## config.mk

```make
export PLATFORM = sky130hd
export DESIGN_NAME = fifo_pkt_reader_flat
export DESIGN_NICKNAME = d
export VERILOG_FILES = /design/src/rtl/fifo_pkt_reader_if.sv /design/src/rtl/fifo_pkt_reader.sv /design/src/flat_wrapper.sv
export SDC_FILE = /design/constraint.sdc
export NUM_CORES = 1
export LEC_CHECK = 0
export BUFFER_PORTS_ARGS = -buffer_cell sky130_fd_sc_hd__clkbuf_2
export CAP_MARGIN = 30
export CELL_PAD_IN_SITES_DETAIL_PLACEMENT = 0
export CELL_PAD_IN_SITES_GLOBAL_PLACEMENT = 1
export CORE_MARGIN = 4
export CORE_UTILIZATION = 47
export CTS_CLUSTER_SIZE = 12
export DETAILED_ROUTE_END_ITERATION = 8
export PLACE_DENSITY = 0.92
export SLEW_MARGIN = 10
export SYNTH_ARGS = -nofsm -noshare
export SYNTH_HDL_FRONTEND = slang
export SYNTH_SLANG_ARGS = --single-unit
export TNS_END_PERCENT = 10
```

## constraint.sdc

```tcl
create_clock -name rd_clk -period 5.5 [get_ports rd_clk]
set_clock_uncertainty 0.05 [all_clocks]
set_input_delay 0.55 -clock rd_clk [delete_from_list [all_inputs] [get_ports rd_clk]]
set_output_delay 0.55 -clock rd_clk [all_outputs]
set_load 0.005 [all_outputs]
```

## src/rtl/fifo_pkt_reader_if.sv

```systemverilog
// Bundles the FIFO read side, the UDP TX request handshake and the byte stream
// of the packet reader; master = reader, slave = its environment.
interface fifo_pkt_reader_if #(
    parameter int DATA_WIDTH  = 8,
    parameter int DEPTH_WIDTH = 11
);
    logic [DATA_WIDTH-1:0]  fifo_rd_data;
    logic                   fifo_rd_empty;
    logic [DEPTH_WIDTH:0]   fifo_water_level;
    logic                   fifo_rd_en;

    logic                   pkt_req;
    logic [15:0]            pkt_len;
    logic                   pkt_ack;

    logic [DATA_WIDTH-1:0]  m_data;
    logic                   m_valid;
    logic                   m_last;
    logic                   m_ready;

    logic                   busy;

    modport master (
        input  fifo_rd_data, fifo_rd_empty, fifo_water_level, pkt_ack, m_ready,
        output fifo_rd_en, pkt_req, pkt_len, m_data, m_valid, m_last, busy
    );

    modport slave (
        output fifo_rd_data, fifo_rd_empty, fifo_water_level, pkt_ack, m_ready,
        input  fifo_rd_en, pkt_req, pkt_len, m_data, m_valid, m_last, busy
    );
endinterface

```

## src/rtl/fifo_pkt_reader.sv

```systemverilog
// Drains the read side of the async byte FIFO into length-committed packets:
// full PKT_LEN when buffered, otherwise a short packet after TIMEOUT idle cycles.
module fifo_pkt_reader #(
    parameter int DATA_WIDTH  = 8,
    parameter int DEPTH_WIDTH = 11,
    parameter int PKT_LEN     = 1024,
    parameter int TIMEOUT     = 65535
) (
    input  logic               rd_clk,
    input  logic               rd_rst,
    fifo_pkt_reader_if.master  bus
);
    typedef enum logic [1:0] {IDLE, REQ, STREAM} state_t;

    localparam logic [15:0] PKT_LEN_W = 16'(PKT_LEN);
    localparam logic [15:0] TIMEOUT_W = 16'(TIMEOUT);

    state_t                 state_q, state_d;
    logic [15:0]            pkt_len_q, pkt_len_d;
    logic [15:0]            tmo_q, tmo_d;
    logic [15:0]            rd_req_cnt_q, rd_req_cnt_d;
    logic [15:0]            tx_cnt_q, tx_cnt_d;
    logic                   inflight_q;
    logic [1:0]             skid_cnt_q, skid_cnt_d;
    logic [DATA_WIDTH-1:0]  skid0_q, skid0_d, skid1_q, skid1_d;

    logic [15:0] level16;
    logic [2:0]  occ_next;
    logic        pkt_full, pkt_timeout, rd_en, m_valid_s, accept, last_beat;

    always_comb begin
        level16     = 16'(bus.fifo_water_level);
        pkt_full    = level16 >= PKT_LEN_W;
        pkt_timeout = (tmo_q == TIMEOUT_W) && (level16 != 16'd0);
        m_valid_s   = skid_cnt_q != 2'd0;
        accept      = m_valid_s && bus.m_ready;
        last_beat   = m_valid_s && (tx_cnt_q == pkt_len_q - 16'd1);
        // Occupancy the skid will hold once this cycle's beat leaves and the
        // in-flight byte lands; counting the departing beat keeps 1 byte/cycle.
        occ_next    = 3'(skid_cnt_q) + 3'(inflight_q) - 3'(accept);
        rd_en       = (state_q == STREAM) && (rd_req_cnt_q < pkt_len_q)
                      && !bus.fifo_rd_empty && (occ_next < 3'd2);
    end

    always_ff @(posedge rd_clk) begin
        if (rd_rst) state_q <= IDLE;
        else        state_q <= state_d;
    end

    always_comb begin
        state_d = state_q;
        unique case (state_q)
            IDLE:    if (pkt_full || pkt_timeout) state_d = REQ;
            REQ:     if (bus.pkt_ack) state_d = STREAM;
            STREAM:  if (accept && last_beat) state_d = IDLE;
            default: state_d = IDLE;
        endcase
    end

    always_comb begin
        bus.fifo_rd_en = rd_en;
        bus.pkt_req    = state_q == REQ;
        bus.pkt_len    = pkt_len_q;
        bus.busy       = state_q != IDLE;
        bus.m_valid    = m_valid_s;
        bus.m_data     = skid0_q;
        bus.m_last     = last_beat;
    end

    always_comb begin
        pkt_len_d = pkt_len_q;
        if (state_q == IDLE) begin
            if (pkt_full)         pkt_len_d = PKT_LEN_W;
            else if (pkt_timeout) pkt_len_d = level16;
        end

        tmo_d = tmo_q;
        if (state_q != IDLE || state_d != IDLE || level16 == 16'd0 || pkt_full)
            tmo_d = '0;
        else if (tmo_q != TIMEOUT_W)
            tmo_d = tmo_q + 16'd1;

        rd_req_cnt_d = (state_q == STREAM) ? rd_req_cnt_q + 16'(rd_en) : '0;
        tx_cnt_d     = (state_q == STREAM) ? tx_cnt_q + 16'(accept) : '0;

        skid0_d    = skid0_q;
        skid1_d    = skid1_q;
        skid_cnt_d = skid_cnt_q;
        unique case ({inflight_q, accept})
            2'b10: begin
                if (skid_cnt_q == 2'd0) skid0_d = bus.fifo_rd_data;
                else                    skid1_d = bus.fifo_rd_data;
                skid_cnt_d = skid_cnt_q + 2'd1;
            end
            2'b01: begin
                skid0_d    = skid1_q;
                skid_cnt_d = skid_cnt_q - 2'd1;
            end
            2'b11: begin
                if (skid_cnt_q == 2'd1) begin
                    skid0_d = bus.fifo_rd_data;
                end else begin
                    skid0_d = skid1_q;
                    skid1_d = bus.fifo_rd_data;
                end
            end
            default: ;
        endcase
    end

    always_ff @(posedge rd_clk) begin
        if (rd_rst) begin
            pkt_len_q    <= '0;
            tmo_q        <= '0;
            rd_req_cnt_q <= '0;
            tx_cnt_q     <= '0;
            inflight_q   <= 1'b0;
            skid_cnt_q   <= '0;
            skid0_q      <= '0;
            skid1_q      <= '0;
        end else begin
            pkt_len_q    <= pkt_len_d;
            tmo_q        <= tmo_d;
            rd_req_cnt_q <= rd_req_cnt_d;
            tx_cnt_q     <= tx_cnt_d;
            inflight_q   <= rd_en;
            skid_cnt_q   <= skid_cnt_d;
            skid0_q      <= skid0_d;
            skid1_q      <= skid1_d;
        end
    end
endmodule

```

## src/flat_wrapper.sv

```systemverilog
// flat-port wrapper written by rule: the top's interface ports become plain ports
module fifo_pkt_reader_flat 
#(
    parameter int DATA_WIDTH  = 8,
    parameter int DEPTH_WIDTH = 11,
    parameter int PKT_LEN     = 1024,
    parameter int TIMEOUT     = 65535
)
  (rd_clk, rd_rst, bus_fifo_rd_data, bus_fifo_rd_empty, bus_fifo_water_level, bus_pkt_ack, bus_m_ready, bus_fifo_rd_en, bus_pkt_req, bus_pkt_len, bus_m_data, bus_m_valid, bus_m_last, bus_busy);
  fifo_pkt_reader_if #(.DATA_WIDTH(DATA_WIDTH), .DEPTH_WIDTH(DEPTH_WIDTH)) bus_i ();
  input  logic rd_clk;
  input  logic rd_rst;
  input wire logic [$bits(bus_i.fifo_rd_data)-1:0] bus_fifo_rd_data;
  input wire logic [$bits(bus_i.fifo_rd_empty)-1:0] bus_fifo_rd_empty;
  input wire logic [$bits(bus_i.fifo_water_level)-1:0] bus_fifo_water_level;
  input wire logic [$bits(bus_i.pkt_ack)-1:0] bus_pkt_ack;
  input wire logic [$bits(bus_i.m_ready)-1:0] bus_m_ready;
  output wire logic [$bits(bus_i.fifo_rd_en)-1:0] bus_fifo_rd_en;
  output wire logic [$bits(bus_i.pkt_req)-1:0] bus_pkt_req;
  output wire logic [$bits(bus_i.pkt_len)-1:0] bus_pkt_len;
  output wire logic [$bits(bus_i.m_data)-1:0] bus_m_data;
  output wire logic [$bits(bus_i.m_valid)-1:0] bus_m_valid;
  output wire logic [$bits(bus_i.m_last)-1:0] bus_m_last;
  output wire logic [$bits(bus_i.busy)-1:0] bus_busy;
  assign bus_i.fifo_rd_data = bus_fifo_rd_data;
  assign bus_i.fifo_rd_empty = bus_fifo_rd_empty;
  assign bus_i.fifo_water_level = bus_fifo_water_level;
  assign bus_i.pkt_ack = bus_pkt_ack;
  assign bus_i.m_ready = bus_m_ready;
  assign bus_fifo_rd_en = bus_i.fifo_rd_en;
  assign bus_pkt_req = bus_i.pkt_req;
  assign bus_pkt_len = bus_i.pkt_len;
  assign bus_m_data = bus_i.m_data;
  assign bus_m_valid = bus_i.m_valid;
  assign bus_m_last = bus_i.m_last;
  assign bus_busy = bus_i.busy;
  fifo_pkt_reader #(.DATA_WIDTH(DATA_WIDTH), .DEPTH_WIDTH(DEPTH_WIDTH), .PKT_LEN(PKT_LEN), .TIMEOUT(TIMEOUT)) u_core (.rd_clk(rd_clk), .rd_rst(rd_rst), .bus(bus_i));
endmodule
```

==> impl_results.md <==
* Area Growth Syn to Fin at 12.9%
* CP max FO at 12
* Placed cell area at ~0.0045 mm²
* Clock sinks at 81
* Pre-CTS setup slack at roughly 1300 ps
* Antenna-violating nets left at 0
* Leakage at around 1.9 nW
* Commonest non-fill, non-tap cell in the layout: dfxtp_1
* PwrDens at ~300 mW/mm²
* Slew Limit Fails at 0
* Mean Syn Cell Area at between 8 and 9 µm²
* Number of DRC markers in iteration 0 at 184
* Synth top area cells: dfxtp_1 39%, ha_1 6.5%, xor2_1 6.0%
* IO buf count at between 40 and 50
* GRT Total Usage at 18.9%
* CP arrival at about 4500 ps
* First-pass GRT wire length at between 15,000 and 20,000 µm
* Post-synthesis sequential area ratio at 38.5%
* Crit path largest cell delay at 410 ps
* RSZ-0062 raised after global routing: false
* Post-CTS Hold Buffers at 0
* Async S/R FF share, synth at 0%
* Worst hold path type: in -> reg
* Shortest period the worst path allows at 4360 ps
* Longest Clk Path Bufs at 2
* Die area at 0.0105 mm²
* Commonest cells after routing, fill and taps aside: 81 x dfxtp_1, 66 x nor2_1, 49 x clkbuf_2
* Worst path required time at 5650 ps
* Wirelength per Cell at approximately 15 µm
* Cell family contributing the most delay on the critical path: simple AND/OR/NAND/NOR gates
* # IOs at 54
* Final critical-path share of the clock period at approximately 79%
* Total negative setup slack at 0 ps
* Final setup vio count at 0
* Endpoints failing hold at 0
* Post-Layout Inst Area at between 0.004 and 0.005 mm²
* EDFF count, synth at 0
* Initial Util at about half
* Pin count of the biggest net entering global routing at 37
* Die Height at about 100 µm
* Die width at 103 µm
* Worst IR Drop VDD at between 0.15 and 0.2 mV
* DRC Markers at 0
* Number of global-route vias before repair at 3,373
* Peak Freq at 230 MHz
* Synth Instances at 480
* Status: finished clean
* Cell row count at 34
* Kind of start point of the critical path: register
* Gpl congestion at 0.836
* CTS tree: built
* Worst slew pin tran at around 860 ps
* Proportion of netlist area held by the largest area contributor at between 30% and 40%
* Total CTS buffers at 9
* Crit path kind: reg -> reg
* Layout cell share with drive strength beyond 1 at between 10 and 15%
* Initial DRT Pass Iterations at 5
* Max-Cap Viols at 0
* Setup repair bufs after CTS at 0
* Clock Tree Root: clkbuf_8
* Total wire length at around 9700 µm
* Clk_lat worst skew at 350 ps
* Yosys reg bits at 81
* CP cell instances: inv_1, ha_1, inv_1, nand2_1, inv_1, ha_1, nand2b_1, fa_1, xor2_1, nor4_1, nand3_1, a31oi_1, ha_1, and3_1, nand3_1, nor2_1, nand4_1, xor2_1, nor2_1
* Clk slew on worst S/H paths at about 90 ps
* Initial antenna violation count at 0
* Htree depth at 3
* Relative slew slack at 42.3%
* Final worst slack at between 1000 and 1500 ps
* Post-DP HPWL at between 7000 and 8000 µm
* # diodes at 0
* Largest area contributor in the netlist: dfxtp_1
* Worst Path Buf+Inv at 3
* Post-synth cell types at between 50 and 60
* GRT overflow at 0
* Post-cts resize count at 0
* CP endpoint kind: register
* Via Count at ~3,600
* Synth Flop Type: dfxtp_1
* Final nets at around 580
* Yosys warns at 0
* Post-Syn Area at 0.00421 mm²
* Core Area at about 0.0087 mm²
* Vias/cell at around 5.6
* Worst path slowest cell: dfxtp_1
==> final cells by class <==
cell class / count / area [µm²]
Timing Repair Buffer: 52 / 273
Sequential cell: 81 / 1620
Clock buffer: 9 / 124
Inverter: 28 / 105
Fill cell: 817 / 3970
Multi-Input combinational cell: 356 / 2400
Clock inverter: 6 / 90.1
Tap cell: 108 / 135
==> flip-flops by register name, indices dropped and copies added, names as in the netlist <==
name / count
u_core.tx_cnt_q: 16
u_core.inflight_q: 1
u_core.tmo_q: 16
u_core.bus.m_data: 8
u_core.skid1_q: 8
u_core.skid_cnt_q: 2
u_core.state_q: 2
u_core.bus.pkt_len: 12
u_core.rd_req_cnt_q: 16
==> power by group <==
| part | switching [W] | leakage [nW] | internal [W] |
|---|---|---|---|
| registers | 0.0000260 | 0.654 | 0.000619 |
| clock network | 0.000224 | 0.106 | 0.000256 |
| logic | 0.000166 | 1.13 | 0.000119 |
==> worst min-delay path: cells and delay by family <==
kind	cells	cell delay (ps)
buffers and inverters	1	100
and+or+nand+nor	1	60
AOI/OAI and AO/OA	1	60
==> routing by layer <==
layer / track usage, % / wire [µm] / vias to the layer above
li1: - / - / 1804
met1: 25.6 / 4570 / 1703
met4: 4.74 / 101 / 0
met3: 5.14 / 574 / 8
met5: 0 / 0 / -
met2: 30.0 / 4480 / 89
==> cell families after synthesis <==
| kind of cell | share of synthesized area, % |
|---|---|
| and+or+nand+nor | 24.0 |
| muxes | 2.14 |
| AOI/OAI and AO/OA | 13.6 |
| other | 0.0891 |
| xor gates and xnor gates | 9.99 |
| DFF | 38.5 |
| buffers and inverters | 4.61 |
| adders and majority gates | 7.02 |
==> final timing paths <==
kind	startpoint	endpoint	slack, ps	cells past startpoint
worst max-delay path	u_core.skid_cnt_q[1]$_SDFFE_PP0N_	u_core.rd_req_cnt_q[13]$_SDFF_PP0_	1140	19
worst min-delay path	bus_fifo_water_level[8]	u_core.bus.pkt_len[8]$_SDFFE_PP0P_	400	3
worst max register to register	u_core.skid_cnt_q[1]$_SDFFE_PP0N_	u_core.rd_req_cnt_q[13]$_SDFF_PP0_	1140	19
worst min register to register	u_core.tmo_q[0]$_SDFFE_PP0N_	u_core.tmo_q[0]$_SDFFE_PP0N_	420	1
==> synthesized netlist by cell type (all sizes together) (7+ instances only) <==
library cell	count
dfxtp	81
nor2	66
nand3	32
xor2	29
inv	28
ha	22
xnor2	19
nand2	16
nor3	16
a21oi	14
nand4	13
o21ai	12
o31ai	12
clkbuf	11
mux2i	9
or3	9
a222oi	8
and3	7
buf	7
nand2b	7
==> through the flow <==
step           std cells  hold slack (ps)  total power (W)  utilization (%)
3_3_place_gp         622              389         0.000928             51.7
4_1_cts              638              390          0.00142             54.3
3_5_place_dp         623              421         0.000939             51.9
6_report             640              405          0.00141             54.5
2_1_floorplan        483              376         0.000852                -
5_1_grt              640              391          0.00149             54.5
Power figures use the tool's default switching activity.
